### config.mk
export PLATFORM = sky130hd
export DESIGN_NAME = wb_copy_master_flat
export DESIGN_NICKNAME = d
export VERILOG_FILES = /design/src/rtl/wb_copy_master_pkg.sv /design/src/rtl/wb_copy_master_if.sv /design/src/rtl/wb_copy_master_ack_timer.sv /design/src/rtl/wb_copy_master.sv /design/src/flat_wrapper.sv
export SDC_FILE = /design/constraint.sdc
export NUM_CORES = 1
export LEC_CHECK = 0
export BUFFER_PORTS_ARGS = -buffer_cell sky130_fd_sc_hd__buf_2
export CAP_MARGIN = 10
export CORE_ASPECT_RATIO = 0.75
export CORE_MARGIN = 10
export CORE_UTILIZATION = 40
export CTS_CLUSTER_DIAMETER = 30
export DETAILED_ROUTE_END_ITERATION = 12
export HOLD_SLACK_MARGIN = 0.08
export PLACE_DENSITY = 0.63
export SLEW_MARGIN = 5
export SYNTH_ARGS = -nofsm -noshare
export SYNTH_HDL_FRONTEND = slang
export SYNTH_SLANG_ARGS = --single-unit
### constraint.sdc
create_clock -name clk_i -period 4.9 [get_ports clk_i]
set_input_delay 1.225 -clock clk_i [delete_from_list [all_inputs] [get_ports clk_i]]
set_output_delay 1.225 -clock clk_i [all_outputs]
set_load 0.03 [all_outputs]
### src/rtl/wb_copy_master_pkg.sv
// Shared types and constants for the Wishbone block-copy master.
// Holds the FSM encoding, the byte-select constant and the word stride.
package wb_copy_master_pkg;

    typedef enum logic [2:0] {
        ST_IDLE,
        ST_RD,
        ST_RGAP,
        ST_WR,
        ST_WGAP,
        ST_FIN
    } state_t;

    localparam logic [3:0]  WB_SEL_ALL = 4'hF;
    localparam logic [31:0] WORD_BYTES = 32'd4;

    function automatic logic [31:0] wordAlign(input logic [31:0] adr);
        return {adr[31:2], 2'b00};
    endfunction

endpackage

### src/rtl/wb_copy_master_if.sv
// Wishbone bus bundle between the copy master and its slave(s).
// Signal names follow the master's point of view.
interface wb_copy_master_if;

    logic [31:0] wb_adr_o;
    logic [31:0] wb_dat_o;
    logic [31:0] wb_dat_i;
    logic [3:0]  wb_sel_o;
    logic        wb_stb_o;
    logic        wb_cyc_o;
    logic        wb_we_o;
    logic        wb_ack_i;

    modport master (
        output wb_adr_o, wb_dat_o, wb_sel_o, wb_stb_o, wb_cyc_o, wb_we_o,
        input  wb_dat_i, wb_ack_i
    );

    modport slave (
        input  wb_adr_o, wb_dat_o, wb_sel_o, wb_stb_o, wb_cyc_o, wb_we_o,
        output wb_dat_i, wb_ack_i
    );

endinterface

### src/rtl/wb_copy_master_ack_timer.sv
// Acknowledge watchdog for the copy master; exists only when WB_COPY_TIMEOUT_EN is defined.
// Flags the last strobed cycle of a request that has waited TIMEOUT cycles without ack.
`ifdef WB_COPY_TIMEOUT_EN
module wb_ack_timer #(
    parameter int TIMEOUT = 255
) (
    input  logic clk_i,
    input  logic rst_i,
    input  logic i_stb,
    input  logic i_ack,
    output logic o_expired
);

    localparam int CNT_W = (TIMEOUT < 2) ? 1 : $clog2(TIMEOUT + 1);

    logic [CNT_W-1:0] r_cnt;

    always_ff @(posedge clk_i or posedge rst_i) begin
        if (rst_i) begin
            r_cnt <= '0;
        end else if (!i_stb || i_ack) begin
            r_cnt <= '0;
        end else begin
            r_cnt <= r_cnt + CNT_W'(1);
        end
    end

    // Firing on the TIMEOUT-th stalled cycle lets the FSM drop stb right after it.
    assign o_expired = i_stb && !i_ack && (r_cnt == CNT_W'(TIMEOUT - 1));

endmodule
`endif

### src/rtl/wb_copy_master.sv
// Wishbone master copying len words from src to dst, one read then one write per word.
// Optional ack timeout abort is enabled by defining WB_COPY_TIMEOUT_EN.
module wb_copy_master
    import wb_copy_master_pkg::*;
#(
    parameter int LEN_W = 16
`ifdef WB_COPY_TIMEOUT_EN
    , parameter int TIMEOUT = 255
`endif
) (
    input  logic             clk_i,
    input  logic             rst_i,
    input  logic             start_i,
    input  logic [31:0]      src_adr_i,
    input  logic [31:0]      dst_adr_i,
    input  logic [LEN_W-1:0] len_i,
    output logic             busy_o,
    output logic             done_o,
    output logic             err_o,
    wb_copy_master_if.master wb
);

    state_t           r_state;
    state_t           w_next;
    logic [31:0]      r_src;
    logic [31:0]      r_dst;
    logic [31:0]      r_data;
    logic [LEN_W-1:0] r_rem;
    logic             w_start;
    logic             w_timeout;
    logic             w_cyc;
    logic             w_stb;
    logic             w_we;

    assign w_start = (r_state == ST_IDLE) && start_i;

    always_ff @(posedge clk_i or posedge rst_i) begin
        if (rst_i) begin
            r_state <= ST_IDLE;
        end else begin
            r_state <= w_next;
        end
    end

    always_comb begin
        w_next = r_state;
        w_cyc  = 1'b0;
        w_stb  = 1'b0;
        w_we   = 1'b0;
        case (r_state)
            ST_IDLE: begin
                if (start_i) begin
                    w_next = (len_i == '0) ? ST_FIN : ST_RD;
                end
            end
            ST_RD: begin
                w_cyc = 1'b1;
                w_stb = 1'b1;
                if (w_timeout) begin
                    w_next = ST_FIN;
                end else if (wb.wb_ack_i) begin
                    w_next = ST_RGAP;
                end
            end
            ST_RGAP: begin
                w_cyc  = 1'b1;
                w_next = ST_WR;
            end
            ST_WR: begin
                w_cyc = 1'b1;
                w_stb = 1'b1;
                w_we  = 1'b1;
                if (w_timeout) begin
                    w_next = ST_FIN;
                end else if (wb.wb_ack_i) begin
                    w_next = ST_WGAP;
                end
            end
            ST_WGAP: begin
                // The remaining count is already decremented here, so cyc can drop early.
                w_cyc  = (r_rem != '0);
                w_next = (r_rem == '0) ? ST_FIN : ST_RD;
            end
            ST_FIN: begin
                w_next = ST_IDLE;
            end
            default: begin
                w_next = ST_IDLE;
            end
        endcase
    end

    always_ff @(posedge clk_i or posedge rst_i) begin
        if (rst_i) begin
            r_src  <= '0;
            r_dst  <= '0;
            r_data <= '0;
            r_rem  <= '0;
        end else begin
            if (w_start) begin
                r_src <= wordAlign(src_adr_i);
                r_dst <= wordAlign(dst_adr_i);
                r_rem <= len_i;
            end
            if ((r_state == ST_RD) && wb.wb_ack_i) begin
                r_data <= wb.wb_dat_i;
            end
            if ((r_state == ST_WR) && wb.wb_ack_i) begin
                r_src <= r_src + WORD_BYTES;
                r_dst <= r_dst + WORD_BYTES;
                r_rem <= r_rem - LEN_W'(1);
            end
        end
    end

`ifdef WB_COPY_TIMEOUT_EN
    logic r_err;

    wb_ack_timer #(
        .TIMEOUT (TIMEOUT)
    ) u_ackTimer (
        .clk_i     (clk_i),
        .rst_i     (rst_i),
        .i_stb     (w_stb),
        .i_ack     (wb.wb_ack_i),
        .o_expired (w_timeout)
    );

    always_ff @(posedge clk_i or posedge rst_i) begin
        if (rst_i) begin
            r_err <= 1'b0;
        end else if (w_start) begin
            r_err <= 1'b0;
        end else if (w_timeout) begin
            r_err <= 1'b1;
        end
    end

    assign err_o = r_err;
`else
    assign w_timeout = 1'b0;
    assign err_o     = 1'b0;
`endif

    assign busy_o      = (r_state != ST_IDLE);
    assign done_o      = (r_state == ST_FIN);
    assign wb.wb_cyc_o = w_cyc;
    assign wb.wb_stb_o = w_stb;
    assign wb.wb_we_o  = w_we;
    assign wb.wb_adr_o = (r_state == ST_WR) ? r_dst : r_src;
    assign wb.wb_dat_o = r_data;
    assign wb.wb_sel_o = WB_SEL_ALL;

endmodule
### src/flat_wrapper.sv
// flat-port wrapper written by rule: the top's interface ports become plain ports
module wb_copy_master_flat import wb_copy_master_pkg::*;
#(
    parameter int LEN_W = 16

)
  (clk_i, rst_i, start_i, src_adr_i, dst_adr_i, len_i, busy_o, done_o, err_o, wb_wb_adr_o, wb_wb_dat_o, wb_wb_sel_o, wb_wb_stb_o, wb_wb_cyc_o, wb_wb_we_o, wb_wb_dat_i, wb_wb_ack_i);
  wb_copy_master_if wb_i ();
  input  logic clk_i;
  input  logic rst_i;
  input  logic start_i;
  input  logic [31:0] src_adr_i;
  input  logic [31:0] dst_adr_i;
  input  logic [LEN_W-1:0] len_i;
  output logic busy_o;
  output logic done_o;
  output logic err_o;
  output wire logic [$bits(wb_i.wb_adr_o)-1:0] wb_wb_adr_o;
  output wire logic [$bits(wb_i.wb_dat_o)-1:0] wb_wb_dat_o;
  output wire logic [$bits(wb_i.wb_sel_o)-1:0] wb_wb_sel_o;
  output wire logic [$bits(wb_i.wb_stb_o)-1:0] wb_wb_stb_o;
  output wire logic [$bits(wb_i.wb_cyc_o)-1:0] wb_wb_cyc_o;
  output wire logic [$bits(wb_i.wb_we_o)-1:0] wb_wb_we_o;
  input wire logic [$bits(wb_i.wb_dat_i)-1:0] wb_wb_dat_i;
  input wire logic [$bits(wb_i.wb_ack_i)-1:0] wb_wb_ack_i;
  assign wb_wb_adr_o = wb_i.wb_adr_o;
  assign wb_wb_dat_o = wb_i.wb_dat_o;
  assign wb_wb_sel_o = wb_i.wb_sel_o;
  assign wb_wb_stb_o = wb_i.wb_stb_o;
  assign wb_wb_cyc_o = wb_i.wb_cyc_o;
  assign wb_wb_we_o = wb_i.wb_we_o;
  assign wb_i.wb_dat_i = wb_wb_dat_i;
  assign wb_i.wb_ack_i = wb_wb_ack_i;
  wb_copy_master #(.LEN_W(LEN_W)) u_core (.clk_i(clk_i), .rst_i(rst_i), .start_i(start_i), .src_adr_i(src_adr_i), .dst_adr_i(dst_adr_i), .len_i(len_i), .busy_o(busy_o), .done_o(done_o), .err_o(err_o), .wb(wb_i));
endmodule
# --- After elaboration in Yosys (flattened, before gate mapping) ---
# Index checks and enable logic that the tools add are counted.
word_totals:
  ff_bits: 115
  output_inout_bits: 74
op_classes:
  n_addsub: 3
  eq_ne: 8
  n_mux: 16
  reduce_logical: 12
ops:
  columns: ["cell", "n"]
  rows:
  - ["2-to-1 mux 32 bit", 5]
  - ["adder 32 x 3 -> 32 bit, second input constant", 2]
  - ["zero test 16 bit", 2]
  - ["2-to-1 mux 16 bit", 2]
  - ["nonzero test 16 bit", 1]
  - ["subtractor 16 x 1 -> 16 bit, second input constant", 1]
  - ["2-to-1 mux 3 bit", 5]
  - ["one-hot mux 3 bit (5 select lines)", 1]
  - ["== test 3 x 2 -> 1 bit, second input constant", 2]
  - ["== test 3 bit, second input constant", 2]
  - ["inequality test 2 bit, second input constant", 3]
  - ["== test 3 x 1 -> 1 bit, second input constant", 1]
  - ["logical AND 1 bit", 3]
  - ["zero test 3 bit", 1]
  - ["AND reduction 3 bit", 1]
  - ["nonzero test 3 bit", 1]
  - ["OR reduction 3 bit", 1]
  - ["2-to-1 mux 1 bit", 2]
  - ["one-hot mux 1 bit (2 select lines)", 1]
  - ["nonzero test 2 bit", 1]
  - ["OR reduction 2 bit", 1]

# --- Depth between registers and ports, before layout ---
# Gate-level depths: netlist (run 1).
logic_depth:
  ltp_word: 4
  depth_mapped: 8

# --- Least setup slack after synthesis (run 1) ---
# Ideal clock, no wire load.
synth_timing:
  path_kind: "register to output"
  start: "register u_core.r_state[0]"
  end: "output wb_wb_adr_o[15]"
  arrival_ns: 2.191
  t_required_ns: 3.675
  slack_ns: 1.484
  stages_incl_launch_ff: 6
  n_path_buf: 2
  path_cell_list: "dfrtp_1 buf_2 nor2b_1 nand2_1 buf_1 o21ai_0"
synth_between:
  elab_chain_len: 2
synth_lines:
  columns: ["element", "line", "text"]
  rows:
  - ["start, declared", "wb_copy_master.sv:23", "state_t r_state;"]
  - ["start signal, assigned", "wb_copy_master.sv:41", "r_state <= w_next;"]
  - ["== test 3 x 2 -> 1 bit", "wb_copy_master.sv:150", "assign wb.wb_adr_o = (r_state == ST_WR) ? r_dst : r_src;"]
  - ["2-to-1 mux 32 bit", "wb_copy_master.sv:150", null]
  - ["end, declared", "flat_wrapper.sv:18", "output wire logic [$bits(wb_i.wb_adr_o)-1:0] wb_wb_adr_o;"]
# Every way passes these cells.

# --- Final worst setup path (run 1) ---
layout_timing:
  start: "register u_core.r_rem[6]"
  end: "output wb_wb_cyc_o"
layout_between:
  elab_chain_len: 2
layout_lines:
  columns: ["element", "line", "text"]
  rows:
  - ["start, declared", "wb_copy_master.sv:28", "logic [LEN_W-1:0] r_rem;"]
  - ["start signal, assigned", "wb_copy_master.sv:103", "r_rem <= len_i;"]
  - ["start signal, assigned", "wb_copy_master.sv:111", "r_rem <= r_rem - LEN_W'(1);"]
  - ["nonzero test 16 bit", "wb_copy_master.sv:81", "w_cyc = (r_rem != '0);"]
  - ["one-hot mux 1 bit (2 select lines)", "wb_copy_master.sv:50", "case (r_state)"]
  - ["end, declared", "flat_wrapper.sv:22", "output wire logic [$bits(wb_i.wb_cyc_o)-1:0] wb_wb_cyc_o;"]
# Every way passes these cells.

==> flow_metrics.tcl, run 1 <==
set metrics [dict create \
    dr_total_vias 5774 \
    grt_usage_pct 18.6 \
    relSlewSlack_pct 27.9 \
    ir_worst_vdd_mv 0.419 \
    die_h_um 127 \
    seq_area_frac_synth_pct 45.1 \
    drtIter0Drc 521 \
    io_buffers 178 \
    drive_above_1_share_pct 35.2 \
    place_worst_setup_slack_ps 1550 \
    reg2reg_depth 5 \
    io_pins 190 \
    drtPass1Iterations 5 \
    ant_nets 0 \
    outcome "complete, no violations" \
    yosys_warnings 0 \
    layoutNonFillerInstCount 1007 \
    layout_common_cells "178 x buf_2, 111 x dfrtp_1, 78 x nand2_1, 61 x mux2_2, 40 x nand3_1" \
    combPwrFrac_pct 50.5 \
    tns_ps 0 \
    cpPeakStageDelay_ps 580 \
    cpMaxStageDelayCell "or4_4" \
    clk_path_buf_depth 2 \
    grt_max_degree 82 \
    synthesis.area_um2 6160 \
    holdPathStages 1 \
    synth_ff_type "dfrtp_1" \
    cts.reportedPaths.clkPinSlew_ps 70 \
    grt_setup_unrepaired "no" \
    period_share_pct 73.5 \
    drv_slew 0 \
    rows 39 \
    max_freq_ghz 0.278 \
    wl_mm 19.6 \
    path_cells "or4_4 -> or3_4 -> and4bb_1 -> nor2_1 -> buf_2" \
    clockRootBuffer "clkbuf_16" \
    dp_hpwl_mm 14.6 \
    cts-resized-gates 0 \
    avgViaCountPerCell 5.73 \
    required_ps 3670 \
    setup_viol_count_final 0 \
    drc 0 \
    cts_buffers 9 \
    cts_tree "built" \
    nNetsFinal 917 \
    cellPowerDensity_nw_per_um2 694 \
    gr-total-overflow 0 \
    critical_path_peak_fanout 7 \
    swShare_pct 48.0 \
    hold_viol_final 0 \
    critPathLaunchType "flop" \
    area_delta_synth_final_pct 21.5 \
    cts_setup_buffers 0 \
    finalWeightedCongestion 0.831 \
    diodes 0 \
    final_common_cell "buf_2" \
    ys_types 63 \
    clock_latency_ps 360 \
    setup_slack_ps 1300 \
    synth_edf_count 0 \
    syn_inst 634 \
    grt_pass1_vias 5890 \
    clkPwrFrac_pct 13.5 \
    cp_data_arrival_time_ps 2380 \
    start_util_pct 40.6 \
    pwr-share-seq_pct 36.0 \
    cts_hold_buffers 0 \
    synth.avg_cell_area_um2 9.72 \
    die_area_um2 20800 \
    grt_pass1_wl_mm 31.4 \
    fp.dieW_um 163 \
    p_switching_mw 2.50 \
    clock_sinks 111 \
    path_delay_family "simple AND/OR/NAND/NOR gates" \
    finalClockSkew_ps 11.7 \
    placedCellCount 991 \
    core_area_um2 15200 \
    async_flop_share_pct 100 \
    wire_per_inst_um 19.5 \
    max_cap_violations 0 \
    period_needed_ps 3600 \
    tightest_slew_ps 1080 \
    htreeDepth 3 \
    leakagePower_nw 3.30 \
    min_path_type "reg -> reg" \
    cp-end-kind "output port" \
    worst-path-buf-inv 1 \
    path_class "reg -> out" \
    antenna_found_initial 0 \
    cp_num_cells 5 \
    p_int_mw 2.70 \
    synth-seq-cells 111 \
]
-- power by group through the flow --
stage	clock, mW	combinational, mW	sequential [mW]
after global placement	0	2.59	1.84
after global routing	0.747	2.85	1.94
after floorplan	0	1.72	1.99
after detailed placement	0	2.64	1.87
after CTS	0.718	2.65	1.86
final	0.700	2.63	1.87
-- through the flow --
step	total power, mW	area [um2]	hold slack [ps]	util (%)
floorplan	3.70	6180	485	-
global placement	4.43	7220	484	47.6
detailed placement	4.51	7220	490	47.6
CTS	5.23	7490	506	49.3
global route	5.54	7490	515	49.3
finish	5.20	7490	505	49.3
-- synth_stat cells (8+ instances only) --
cell type	n	area [um2]
nand2_1	79	297
mux2_2	61	687
a21oi_1	22	110
o21ai_0	13	65.1
nor3_1	30	150
o22ai_1	8	50.1
nor4_1	10	62.6
inv_1	11	41.3
clkbuf_1	17	63.8
dfrtp_1	111	2780
buf_2	10	50.1
o211ai_1	26	195
a211oi_1	15	113
and3_1	17	106
nand4_1	14	87.6
o311ai_0	14	123
nor2_1	38	143
nand3_1	40	200
-- cell type report --
class                   instances  area (um2)
flip-flops and latches        111        2780
repair buffers                187         958
fillers                      1448        7690
clock buffers                  11         233
well taps                     205         256
multi-input cells             477        3180
inverters                      11        43.8
clock inverters                 5        35.0
-- flip-flops by register name, indices dropped and copies added (netlist names) --
signal	count
u_core.r_dst	30
u_core.wb.wb_dat_o	32
u_core.r_src	30
u_core.r_rem	16
u_core.r_state	3
-- cells by family after synthesis --
group                    share of synthesized area (%)
AO/OA/AOI/OAI                                     15.3
AND/OR/NAND/NOR                                   22.9
flip-flops                                        45.1
buffers and inverters                             3.74
XOR/XNOR                                         0.426
adder cells (fa/ha/maj)                          0.812
multiplexers                                      11.6
other                                            0.122
-- per-layer routing --
| metal | share of wire [%] | GRT usage, % | up-vias | routed length (um) |
|---|---|---|---|---|
| met3 | 8.0 | 5.26 | 16 | 1560 |
| met1 | 45 | 24.6 | 2837 | 8750 |
| li1 | - | - | 2705 | - |
| met2 | 46 | 29.7 | 216 | 9030 |
| met4 | 1.3 | 3.97 | 0 | 256 |
| met5 | 0 | 0 | - | 0 |
-- final timing paths --
kind	from	endpoint	slack, ps
min in group asynchronous	rst_i	u_core.r_src[5]	1100
min reg2reg	u_core.wb.wb_dat_o[29]	u_core.wb.wb_dat_o[29]	500
max	u_core.r_rem[6]	wb_wb_cyc_o	1300
max reg2reg	u_core.r_state[2]	u_core.r_dst[7]	2220
max in group asynchronous	rst_i	u_core.wb.wb_dat_o[31]	2750
min	u_core.wb.wb_dat_o[29]	u_core.wb.wb_dat_o[29]	500
No activity file was read; power rests on OpenSTA's default activity.
==> inputs of run 2 (changes only) <==
--- a/config.mk
+++ b/config.mk
@@ -5,6 +5,7 @@
 export SDC_FILE = /design/constraint.sdc
 export NUM_CORES = 1
 export LEC_CHECK = 0
+export ABC_AREA = 1
 export BUFFER_PORTS_ARGS = -buffer_cell sky130_fd_sc_hd__buf_2
 export CAP_MARGIN = 10
 export CORE_ASPECT_RATIO = 0.75
@@ -13,7 +14,7 @@
 export CTS_CLUSTER_DIAMETER = 30
 export DETAILED_ROUTE_END_ITERATION = 12
 export HOLD_SLACK_MARGIN = 0.08
-export PLACE_DENSITY = 0.63
+export PLACE_DENSITY = 0.61
 export SLEW_MARGIN = 5
 export SYNTH_ARGS = -nofsm -noshare
 export SYNTH_HDL_FRONTEND = slang
==> constraint.sdc (replaced) <==
create_clock -name clk_i -period 3.6 [get_ports clk_i]
set_input_delay 0.9 -clock clk_i [delete_from_list [all_inputs] [get_ports clk_i]]
set_output_delay 0.9 -clock clk_i [all_outputs]
set_load 0.03 [all_outputs]
==> flow_metrics.tcl, run 2 <==
set metrics [dict create \
    p_switching_mw 4.19 \
    io_pins 190 \
    io_buffers 178 \
    synth_ff_type "dfrtp_1" \
    max_cap_violations 0 \
    relSlewSlack_pct 26.7 \
    async_flop_share_pct 100 \
    place_area_um2 8310 \
    drc 0 \
    period_share_pct 87.0 \
    hold_viol_final 0 \
    grt_setup_unrepaired "no" \
    synthesis.area_um2 7300 \
    cp-end-kind "output port" \
    finalClockSkew_ps 12.8 \
    cts.reportedPaths.clkPinSlew_ps 70 \
    stdcell_area_um2 8610 \
    reg2reg_depth 5 \
    tns_ps 0 \
    yosys_warnings 0 \
    outcome "complete, no violations" \
    worst-path-buf-inv 2 \
    clock_sinks 111 \
    cpMaxStageDelayCell "o21ai_0" \
    holdWs_ps 487 \
    r2r-end "u_core.r_src[6]" \
    drv_slew 0 \
    clock_latency_ps 360 \
    die_h_um 137 \
    synth_top_cell_by_area "dfrtp_1" \
    ir_worst_vdd_mv 0.440 \
    final_util_pct 48.5 \
    cts_tree "built" \
    cts-resized-gates 0 \
    combPwrFrac_pct 54.5 \
    grt_pass1_vias 7046 \
    gr-total-overflow 0 \
    tightest_slew_ps 1100 \
    avgViaCountPerCell 5.04 \
    path_class "reg -> out" \
    path_delay_family "compound AO/OA/AOI/OAI gates" \
    synth.avg_cell_area_um2 6.77 \
    critPathLaunchType "flop" \
    critical_path_peak_fanout 30 \
    power_mw 7.96 \
    cts_hold_buffers 0 \
    r2r_slack_ps 990 \
    r2r_start "u_core.r_state[1]" \
    setup_viol_count_final 0 \
    rows 42 \
    wire_per_inst_um 16.8 \
    wl_mm 24.9 \
    min_path_type "reg -> reg" \
    cellPowerDensity_nw_per_um2 924 \
    start_util_pct 41.1 \
    syn_inst 1079 \
    synth-seq-cells 111 \
    finalWeightedCongestion 0.915 \
    layout_common_cells "395 x nand2_1, 178 x buf_2, 133 x nor2_1, 111 x dfrtp_1, 98 x nand3_1" \
    leakagePower_nw 4.14 \
    core_area_um2 17800 \
    pwr-share-seq_pct 32.5 \
    layoutNonFillerInstCount 1483 \
    holdPathStages 1 \
    ant_nets 0 \
    path_cells "inv_2 -> nand3_2 -> o21ai_0 -> buf_2" \
    setup_slack_ps 468 \
    placedCellCount 1467 \
    cpPeakStageDelay_ps 540 \
    yosys.area.top_type_share_pct 38.0 \
    cts_buffers 9 \
    grt_pass1_wl_mm 38.8 \
    antenna_found_initial 0 \
    required_ps 2700 \
    max_freq_ghz 0.319 \
    drive_above_1_share_pct 19.8 \
    period_needed_ps 3130 \
    p_int_mw 3.76 \
    synth_area_leaders "dfrtp_1 38%, nand2_1 20%, nor2_1 6.8%" \
    grt_max_degree 64 \
    dp_hpwl_mm 19.0 \
    clk_path_buf_depth 2 \
    diodes 0 \
    clkPwrFrac_pct 13.0 \
    swShare_pct 52.7 \
    place_worst_setup_slack_ps 673 \
    nNetsFinal 1356 \
    area_delta_synth_final_pct 17.9 \
    dr_total_vias 7470 \
    seq_area_frac_synth_pct 38.0 \
    synth.most_common_cell "nand2_1" \
    ys_types 38 \
    clockRootBuffer "clkbuf_16" \
    drtIter0Drc 756 \
    synthTopCellsByCount "395 x nand2_1, 133 x nor2_1, 111 x dfrtp_1" \
    drtPass1Iterations 7 \
    largest_reg_flops 32 \
    critPathLaunch "u_core.r_state[2]" \
    die_area_um2 24100 \
    synth_edf_count 0 \
    hp-start "u_core.wb.wb_dat_o[14]" \
    final_common_cell "nand2_1" \
    cp_data_arrival_time_ps 2230 \
    fp.dieW_um 176 \
    worstHoldEndpoint "u_core.wb.wb_dat_o[14]" \
    htreeDepth 3 \
    grt_usage_pct 20.3 \
    cts_setup_buffers 0 \
]
## run 2: worst max-delay path by stage
| stage | endpoint | slack [ps] | cells after the start |
|---|---|---|---|
| detailed placement | u_core.r_src[6] | 670 | 5 |
| CTS | wb_wb_adr_o[20] | 500 | 5 |
| global route | wb_wb_adr_o[29] | 260 | 5 |
| floorplan | wb_wb_adr_o[16] | 1000 | 5 |
| finish | wb_wb_adr_o[15] | 470 | 4 |
| global placement | u_core.r_src[6] | 690 | 5 |
## run 2: logic make-up (layout without fill, tap and decap cells)
kind of cell    after synthesis  count (layout)  synth area share [%]
flops                       111             111                  38.0
mux                          32              32                  4.93
other cells                   2               7                 0.103
fa+ha+maj                     4               4                 0.685
simple gates                655             655                  36.5
buf+inv                     143             300                  8.77
xor+xnor                      8               8                 0.959
compound gates              124             124                  9.97
## run 2: layer usage
metal | vias up | GRT usage (%) | share of wire (%)
li1 | 3750 | - | -
met1 | 3479 | 28.1 | 47
met2 | 218 | 32.0 | 46
met3 | 23 | 3.50 | 5.3
met4 | 0 | 5.31 | 1.7
met5 | - | 0 | 0
## run 2: cell type report
class,count,area [um2]
Clock buffer,11,243
Clock inverter,5,56.3
Fill cell,1895,9150
Inverter,98,372
Multi-Input combinational cell,830,3910
Sequential cell,111,2780
Tap cell,242,303
Timing Repair Buffer,186,951
## run 2: power by group through the flow
| stage | Sequential (mW) | Clock, mW | Combinational (mW) |
|---|---|---|---|
| after floorplan | 2.73 | 0 | 2.82 |
| after global placement | 2.57 | 0 | 4.28 |
| after detailed placement | 2.58 | 0 | 4.34 |
| after CTS | 2.56 | 1.06 | 4.35 |
| after global routing | 2.68 | 1.11 | 4.79 |
| final | 2.59 | 1.03 | 4.34 |
